==> config.mk <==
export PLATFORM = sky130hd
export DESIGN_NAME = inst_fifo_flat
export DESIGN_NICKNAME = d
export VERILOG_FILES = /design/src/rtl/inst_fifo_pkg.sv /design/src/rtl/inst_fifo_if.sv /design/src/rtl/inst_fifo_ram.sv /design/src/rtl/inst_fifo.sv /design/src/flat_wrapper.sv
export SDC_FILE = /design/constraint.sdc
export NUM_CORES = 2
export LEC_CHECK = 0
export ABC_AREA = 1
export CELL_PAD_IN_SITES_DETAIL_PLACEMENT = 0
export CELL_PAD_IN_SITES_GLOBAL_PLACEMENT = 2
export CORE_UTILIZATION = 37
export CTS_CLUSTER_DIAMETER = 150
export DETAILED_ROUTE_END_ITERATION = 8
export PLACE_DENSITY_LB_ADDON = 0.1
export RECOVER_POWER = 100
export REMOVE_ABC_BUFFERS = 1
export SYNTH_ARGS = -nofsm -noshare
export SYNTH_HDL_FRONTEND = slang
export SYNTH_SLANG_ARGS = --single-unit
==> constraint.sdc <==
create_clock -name clk -period 6.5 [get_ports clk]
set_input_delay 1.3 -clock clk [delete_from_list [all_inputs] [get_ports clk]]
set_output_delay 1.3 -clock clk [all_outputs]
set_load 0.02 [all_outputs]
==> src/rtl/inst_fifo_pkg.sv <==
// Shared definitions for the fetch/decode instruction buffer.
//   DEF_PC_W / DEF_INST_W : default pc and instruction widths
//   DEF_DEPTH             : default buffer depth
//   fifo_entry_t          : one buffered {pc, inst} pair
package cdim_pkg;
  localparam int DEF_PC_W   = 32;
  localparam int DEF_INST_W = 32;
  localparam int DEF_DEPTH  = 16;

  typedef struct packed {
    logic [DEF_PC_W-1:0]   pc;
    logic [DEF_INST_W-1:0] inst;
  } fifo_entry_t;
endpackage

==> src/rtl/inst_fifo_if.sv <==
// Fetch/decode side bundle of the instruction buffer.
//   master : fetch/decode/hazard side (drives i_*, observes o_*)
//   slave  : the buffer itself
interface inst_fifo_if #(
  parameter int DEPTH  = 16,
  parameter int PC_W   = 32,
  parameter int INST_W = 32
);
  localparam int CNT_W = $clog2(DEPTH) + 1;

  logic              i_flush;
  logic              i_we0;
  logic              i_we1;
  logic [PC_W-1:0]   i_pc0;
  logic [INST_W-1:0] i_inst0;
  logic [PC_W-1:0]   i_pc1;
  logic [INST_W-1:0] i_inst1;
  logic              i_re0;
  logic              i_re1;
  logic [PC_W-1:0]   o_pc0;
  logic [INST_W-1:0] o_inst0;
  logic              o_valid0;
  logic [PC_W-1:0]   o_pc1;
  logic [INST_W-1:0] o_inst1;
  logic              o_valid1;
  logic              o_empty;
  logic              o_almost_empty;
  logic              o_full;
  logic [CNT_W-1:0]  o_count;

  modport master (
    output i_flush, i_we0, i_we1, i_pc0, i_inst0, i_pc1, i_inst1, i_re0, i_re1,
    input  o_pc0, o_inst0, o_valid0, o_pc1, o_inst1, o_valid1,
           o_empty, o_almost_empty, o_full, o_count
  );

  modport slave (
    input  i_flush, i_we0, i_we1, i_pc0, i_inst0, i_pc1, i_inst1, i_re0, i_re1,
    output o_pc0, o_inst0, o_valid0, o_pc1, o_inst1, o_valid1,
           o_empty, o_almost_empty, o_full, o_count
  );
endinterface

==> src/rtl/inst_fifo_ram.sv <==
// Storage for the instruction buffer: DEPTH x W entries.
//   i_we0/i_we1 : write slot 0 at i_waddr, slot 1 at i_waddr+1 (mod DEPTH)
//   i_raddr     : head index; o_rdata0/o_rdata1 are head and head+1 (async read)
// Slot 1 always targets a different index than slot 0, so no write collision.
module inst_fifo_ram #(
  parameter int DEPTH = 16,
  parameter int W     = 64,
  localparam int PTR_W = $clog2(DEPTH)
) (
  input  logic             clk,
  input  logic             i_we0,
  input  logic             i_we1,
  input  logic [PTR_W-1:0] i_waddr,
  input  logic [W-1:0]     i_wdata0,
  input  logic [W-1:0]     i_wdata1,
  input  logic [PTR_W-1:0] i_raddr,
  output logic [W-1:0]     o_rdata0,
  output logic [W-1:0]     o_rdata1
);
  logic [W-1:0]     r_mem [DEPTH];
  logic [PTR_W-1:0] w_waddr1;
  logic [PTR_W-1:0] w_raddr1;

  assign w_waddr1 = i_waddr + PTR_W'(1);
  assign w_raddr1 = i_raddr + PTR_W'(1);

  always_ff @(posedge clk) begin
    if (i_we0) r_mem[i_waddr] <= i_wdata0;
    if (i_we1) r_mem[w_waddr1] <= i_wdata1;
  end

  assign o_rdata0 = r_mem[i_raddr];
  assign o_rdata1 = r_mem[w_raddr1];
endmodule

==> src/rtl/inst_fifo.sv <==
// Dual-issue instruction buffer between fetch and decode.
//   clk, resetn : clock, async active-low reset
//   bus (slave) : 0-2 pushes and 0-2 pops per cycle, flush, status flags
// Pops are clipped to the occupancy; a push that would overflow is dropped whole.
// Flush wins over push and pop in the same cycle.
module inst_fifo
  import cdim_pkg::*;
#(
  parameter int DEPTH  = DEF_DEPTH,
  parameter int PC_W   = DEF_PC_W,
  parameter int INST_W = DEF_INST_W
) (
  input  logic        clk,
  input  logic        resetn,
  inst_fifo_if.slave  bus
);
  localparam int PTR_W = $clog2(DEPTH);
  localparam int CNT_W = PTR_W + 1;
  localparam int W     = PC_W + INST_W;

  logic [PTR_W-1:0] r_rd_ptr;
  logic [PTR_W-1:0] r_wr_ptr;
  logic [CNT_W-1:0] r_count;

  logic             w_pop0;
  logic             w_pop1;
  logic [1:0]       w_nr;
  logic [1:0]       w_nw_req;
  logic [CNT_W:0]   w_after;
  logic             w_accept;
  logic             w_we0;
  logic             w_we1;
  logic [1:0]       w_nw;
  logic [W-1:0]     w_rdata0;
  logic [W-1:0]     w_rdata1;

  // Clip pops to what is actually held.
  assign w_pop0 = bus.i_re0 && (r_count != '0);
  assign w_pop1 = bus.i_re0 && bus.i_re1 && (r_count >= CNT_W'(2));
  assign w_nr   = {1'b0, w_pop0} + {1'b0, w_pop1};

  assign w_nw_req = {1'b0, bus.i_we0} + {1'b0, bus.i_we0 & bus.i_we1};

  // Occupancy after this cycle's pop and push; same-cycle pop frees space.
  assign w_after  = {1'b0, r_count} - (CNT_W+1)'(w_nr) + (CNT_W+1)'(w_nw_req);
  assign w_accept = (w_after <= (CNT_W+1)'(DEPTH)) && !bus.i_flush;

  assign w_we0 = bus.i_we0 && w_accept;
  assign w_we1 = bus.i_we0 && bus.i_we1 && w_accept;
  assign w_nw  = w_accept ? w_nw_req : 2'd0;

  always_ff @(posedge clk or negedge resetn) begin
    if (!resetn) begin
      r_rd_ptr <= '0;
      r_wr_ptr <= '0;
      r_count  <= '0;
    end else if (bus.i_flush) begin
      r_rd_ptr <= '0;
      r_wr_ptr <= '0;
      r_count  <= '0;
    end else begin
      r_rd_ptr <= r_rd_ptr + PTR_W'(w_nr);
      r_wr_ptr <= r_wr_ptr + PTR_W'(w_nw);
      r_count  <= r_count - CNT_W'(w_nr) + CNT_W'(w_nw);
    end
  end

  inst_fifo_ram #(
    .DEPTH (DEPTH),
    .W     (W)
  ) u_ram (
    .clk      (clk),
    .i_we0    (w_we0),
    .i_we1    (w_we1),
    .i_waddr  (r_wr_ptr),
    .i_wdata0 ({bus.i_pc0, bus.i_inst0}),
    .i_wdata1 ({bus.i_pc1, bus.i_inst1}),
    .i_raddr  (r_rd_ptr),
    .o_rdata0 (w_rdata0),
    .o_rdata1 (w_rdata1)
  );

  assign bus.o_pc0          = w_rdata0[W-1:INST_W];
  assign bus.o_inst0        = w_rdata0[INST_W-1:0];
  assign bus.o_pc1          = w_rdata1[W-1:INST_W];
  assign bus.o_inst1        = w_rdata1[INST_W-1:0];
  assign bus.o_valid0       = (r_count >= CNT_W'(1));
  assign bus.o_valid1       = (r_count >= CNT_W'(2));
  assign bus.o_empty        = (r_count == '0);
  assign bus.o_almost_empty = (r_count == CNT_W'(1));
  assign bus.o_full         = (r_count > CNT_W'(DEPTH - 2));
  assign bus.o_count        = r_count;

`ifndef SYNTHESIS
  always_ff @(posedge clk) begin
    if (resetn) begin
      assert (!(bus.i_we1 && !bus.i_we0))
        else $error("inst_fifo: protocol error, i_we1 without i_we0");
      assert (!(bus.i_re1 && !bus.i_re0))
        else $error("inst_fifo: protocol error, i_re1 without i_re0");
    end
  end
`endif
endmodule

==> src/flat_wrapper.sv <==
// flat-port wrapper written by rule: the top's interface ports become plain ports
module inst_fifo_flat import cdim_pkg::*;
#(
  parameter int DEPTH  = DEF_DEPTH,
  parameter int PC_W   = DEF_PC_W,
  parameter int INST_W = DEF_INST_W
)
  (clk, resetn, bus_i_flush, bus_i_we0, bus_i_we1, bus_i_pc0, bus_i_inst0, bus_i_pc1, bus_i_inst1, bus_i_re0, bus_i_re1, bus_o_pc0, bus_o_inst0, bus_o_valid0, bus_o_pc1, bus_o_inst1, bus_o_valid1, bus_o_empty, bus_o_almost_empty, bus_o_full, bus_o_count);
  inst_fifo_if #(.DEPTH(DEPTH), .PC_W(PC_W), .INST_W(INST_W)) bus_i ();
  input  logic clk;
  input  logic resetn;
  input wire logic [$bits(bus_i.i_flush)-1:0] bus_i_flush;
  input wire logic [$bits(bus_i.i_we0)-1:0] bus_i_we0;
  input wire logic [$bits(bus_i.i_we1)-1:0] bus_i_we1;
  input wire logic [$bits(bus_i.i_pc0)-1:0] bus_i_pc0;
  input wire logic [$bits(bus_i.i_inst0)-1:0] bus_i_inst0;
  input wire logic [$bits(bus_i.i_pc1)-1:0] bus_i_pc1;
  input wire logic [$bits(bus_i.i_inst1)-1:0] bus_i_inst1;
  input wire logic [$bits(bus_i.i_re0)-1:0] bus_i_re0;
  input wire logic [$bits(bus_i.i_re1)-1:0] bus_i_re1;
  output wire logic [$bits(bus_i.o_pc0)-1:0] bus_o_pc0;
  output wire logic [$bits(bus_i.o_inst0)-1:0] bus_o_inst0;
  output wire logic [$bits(bus_i.o_valid0)-1:0] bus_o_valid0;
  output wire logic [$bits(bus_i.o_pc1)-1:0] bus_o_pc1;
  output wire logic [$bits(bus_i.o_inst1)-1:0] bus_o_inst1;
  output wire logic [$bits(bus_i.o_valid1)-1:0] bus_o_valid1;
  output wire logic [$bits(bus_i.o_empty)-1:0] bus_o_empty;
  output wire logic [$bits(bus_i.o_almost_empty)-1:0] bus_o_almost_empty;
  output wire logic [$bits(bus_i.o_full)-1:0] bus_o_full;
  output wire logic [$bits(bus_i.o_count)-1:0] bus_o_count;
  assign bus_i.i_flush = bus_i_flush;
  assign bus_i.i_we0 = bus_i_we0;
  assign bus_i.i_we1 = bus_i_we1;
  assign bus_i.i_pc0 = bus_i_pc0;
  assign bus_i.i_inst0 = bus_i_inst0;
  assign bus_i.i_pc1 = bus_i_pc1;
  assign bus_i.i_inst1 = bus_i_inst1;
  assign bus_i.i_re0 = bus_i_re0;
  assign bus_i.i_re1 = bus_i_re1;
  assign bus_o_pc0 = bus_i.o_pc0;
  assign bus_o_inst0 = bus_i.o_inst0;
  assign bus_o_valid0 = bus_i.o_valid0;
  assign bus_o_pc1 = bus_i.o_pc1;
  assign bus_o_inst1 = bus_i.o_inst1;
  assign bus_o_valid1 = bus_i.o_valid1;
  assign bus_o_empty = bus_i.o_empty;
  assign bus_o_almost_empty = bus_i.o_almost_empty;
  assign bus_o_full = bus_i.o_full;
  assign bus_o_count = bus_i.o_count;
  inst_fifo #(.DEPTH(DEPTH), .PC_W(PC_W), .INST_W(INST_W)) u_core (.clk(clk), .resetn(resetn), .bus(bus_i));
endmodule
==> flow_metrics.env <==
export IMPL_required_ns=5.20
export IMPL_grt_setup_unrepaired="no"
export IMPL_final_common_cell="nand2_1"
export IMPL_grt_util_met1_pct=46.3
export IMPL_setup_violations=0
export IMPL_hold_viol=0
export IMPL_worstPathArrival_ns=4.99
export IMPL_dp_hpwl_mm=170
export IMPL_synthAdderAreaFrac_pct=0.513
export IMPL_gr_max_usage_layer="met2"
export IMPL_final_cell_mix="nand2_1, o21ai_0, nand4_1"
export IMPL_yosys_area_share_xor_xnor_pct=0.0260
export IMPL_h_tree_depth=4
export IMPL_startpoint="u_core.r_rd_ptr[2]"
export IMPL_fin_skew_ns=0.0402
export IMPL_cts_resized=0
export IMPL_timing_fmax_mhz=159
export IMPL_p_total_mw=30.9
export IMPL_postCtsHoldBufs=0
export IMPL_synth_compound_area_share_pct=16.3
export IMPL_grt_pass1_wl_mm=465
export IMPL_worstSetupEndpointType="output port"
export IMPL_ios=273
export IMPL_drv_cap=7
export IMPL_cts_tree="yes"
export IMPL_synth_async_sr_flop_share_pct=1.25
export IMPL_yosysWarnings=0
export IMPL_synthMuxAreaShare_pct=0
export IMPL_whs_ns=0.528
export IMPL_grt_max_degree=224
export IMPL_clock_sinks=1037
export IMPL_crit_path_cell_trace="inv_4 -> nor2_4 -> buf_2 -> nand2_1 -> a21oi_1 -> a211oi_1 -> o21ai_0 -> o21ai_0 -> clkdlybuf4s50_1"
export IMPL_synth_top_family_by_area="simple AND/OR/NAND/NOR gates"
export IMPL_wl_per_cell_um=30.8
export IMPL_nets=8413
export IMPL_routed_wirelength_mm=331
export IMPL_r2r_start="u_core.bus.o_count[2]"
export IMPL_tightest_slew_ns=2.00
export IMPL_io_buffers=272
export IMPL_slew_headroom_pct=-33.6
export IMPL_drc=0
export IMPL_area_delta_synth_final_pct=10.8
export IMPL_cts_buffers=135
export IMPL_vias=67800
export IMPL_timing_final_crit_share_pct=96.8
export IMPL_synthSimpleGateAreaFrac_pct=28.0
export IMPL_cpMostUsedCell="o21ai_0"
export IMPL_violations="max-capacitance violations, max-slew violations"
export IMPL_reg2reg_depth=20
export IMPL_ys_seq_elements=1037
export IMPL_start_kind="flip-flop"
export IMPL_drt_pass1_iterations=6
export IMPL_fp_dieH_um=429
export IMPL_p_leak_nw=29.0
export IMPL_syn_area_per_cell_um2=7.71
export IMPL_ys_flop_type="edfxtp_1"
export IMPL_period_needed_ns=6.29
export IMPL_fin_util_pct=41.3
export IMPL_grt_usage_pct=34.7
export IMPL_crit_type="flip-flop to output port"
export IMPL_cpPeakStageDelay_ns=1.50
export IMPL_yosysSeqAreaShare_pct=46.1
export IMPL_ctsRootBufferMaster="clkbuf_16"
export IMPL_vdd_ir_drop_max_mv=0.557
export IMPL_drt_iter0_drc=8647
export IMPL_grt_antenna_before_repair=27
export IMPL_drive_above_1_share_pct=4.98
export IMPL_synth_edf_count=1024
export IMPL_fin_tns_setup_ns=0
export IMPL_outcome="complete, but fails checks"
export IMPL_synth_cell_area_um2=67300
export IMPL_viasPerCell=6.32
export IMPL_cp_endpoint="bus_o_pc0[12]"
export IMPL_synthCells=8735
export IMPL_yosysUniqueCellTypes=35
export IMPL_worstPathMaxFanout=33
export IMPL_crit_slowest_cell="buf_2"
export IMPL_row_count=156
export IMPL_use_met3_pct=5.90
export IMPL_post_cts_buffers=0
export IMPL_cts_max_path_buffers=3
export IMPL_die_width_um=429
export IMPL_gr_total_overflow=0
export IMPL_dieArea_um2=184000
export IMPL_worstReg2RegEnd="u_core.u_ram.r_mem[15][42]"
export IMPL_min_path_type="flip-flop to flip-flop"
export IMPL_clkTransAtPathRegs_ns=0.06
export IMPL_gp_congestion=0.819
export IMPL_ant_nets=0
export IMPL_initial_core_util_pct=37.3
export IMPL_cellPowerDensity_nw_per_um2=414
export IMPL_rrSetupSlack_ns=0.43
export IMPL_grt_pass1_vias=62300
export IMPL_insertion_delay_ns=0.81
export IMPL_grt_use_met2_pct=54.8
export IMPL_finalMaxSlewViolations=189
export IMPL_core_um2=181000
-- kinds of logic (layout without fill, tap and decap cells) --
group	after synthesis	count (layout)
compound gates	1974	1974
simple gates	4312	4312
xor+xnor	2	2
other cells	0	13
buf+inv	1386	999
flops	1037	1037
fa+ha+maj	24	24
-- state kept, by name, summed over array words and instances (netlist names) --
register            count
u_core.u_ram.r_mem   1024
u_core.r_wr_ptr         4
u_core.bus.o_count      5
u_core.r_rd_ptr         4
-- cell type report --
cell class / count / area (µm²)
Inverter: 270 / 1070
Clock inverter: 53 / 313
Multi-Input combinational cell: 6312 / 30400
Sequential cell: 1037 / 31100
Antenna cell: 13 / 32.5
Timing Repair Buffer: 498 / 5140
Fill cell: 18000 / 106000
Tap cell: 2370 / 2970
Clock buffer: 178 / 3630
-- synthesized netlist by cell type, types with 2 or more instances --
cell type  count  share of area [%]
buf_2        123               0.91
o221ai_1     110                1.4
o22ai_1      183                1.7
clkbuf_1     768                4.3
nand4_1     1043                9.7
nand3_1       38               0.28
buf_1        131               0.73
nor3_1         2              0.015
ha_1          18               0.33
inv_1        264                1.5
o21ai_1       34               0.25
edfxtp_1    1024                 46
nor2_1       686                3.8
buf_8         41               0.91
dfrtp_1       13               0.48
o21ai_0     1055                7.8
o2111ai_1     43               0.56
a211oi_1      80               0.89
nand2_1     2538                 14
nor2_4         2              0.033
buf_12         4               0.12
o211ai_1      27               0.30
fa_1           6               0.18
a21oi_1      440                3.3
inv_2          5              0.028
buf_4         48               0.54
-- routing by layer --
metal  up-vias  wire length, µm
li1      29900                -
met1     33000           134000
met2      4000           149000
met3       816            31900
met4        12            15800
met5         -               77
-- report_power, final --
part	leakage [nW]	internal (mW)	total [mW]	switching (mW)
clock network	1.92	4.01	7.09	3.08
registers	9.38	7.62	7.76	0.144
logic	17.7	4.62	16.1	11.4
total	29.0	16.2	30.9	14.7
-- worst max-delay path: cells and delay by family, from the launching register on --
kind                   cells  cell delay, ns
buffers and inverters      3            2.45
AO/OA/AOI/OAI              4            0.75
AND/OR/NAND/NOR            2            0.35
flip-flops                 1            0.58
-- per-stage QoR --
step	cell area, µm²	setup slack, ns	instances
CTS	75100	0.453	10700
finish	74600	0.206	10700
floorplan	62300	-63.98	7619
global placement	71200	0.564	10500
detailed placement	71200	0.611	10500
global route	74600	0.212	10700
-- how the worst min path moves through the flow --
stage,start,to,slack [ns],depth (start not counted)
after floorplan,u_core.r_wr_ptr[2],u_core.r_wr_ptr[2],0.48,1
after CTS,u_core.r_wr_ptr[2],u_core.r_wr_ptr[2],0.52,1
after detailed placement,u_core.r_wr_ptr[2],u_core.r_wr_ptr[2],0.51,1
after global routing,u_core.r_wr_ptr[2],u_core.r_wr_ptr[2],0.57,1
final,u_core.r_wr_ptr[2],u_core.r_wr_ptr[2],0.53,1
after global placement,u_core.r_wr_ptr[2],u_core.r_wr_ptr[2],0.50,1
Power figures use the tool's default switching activity.
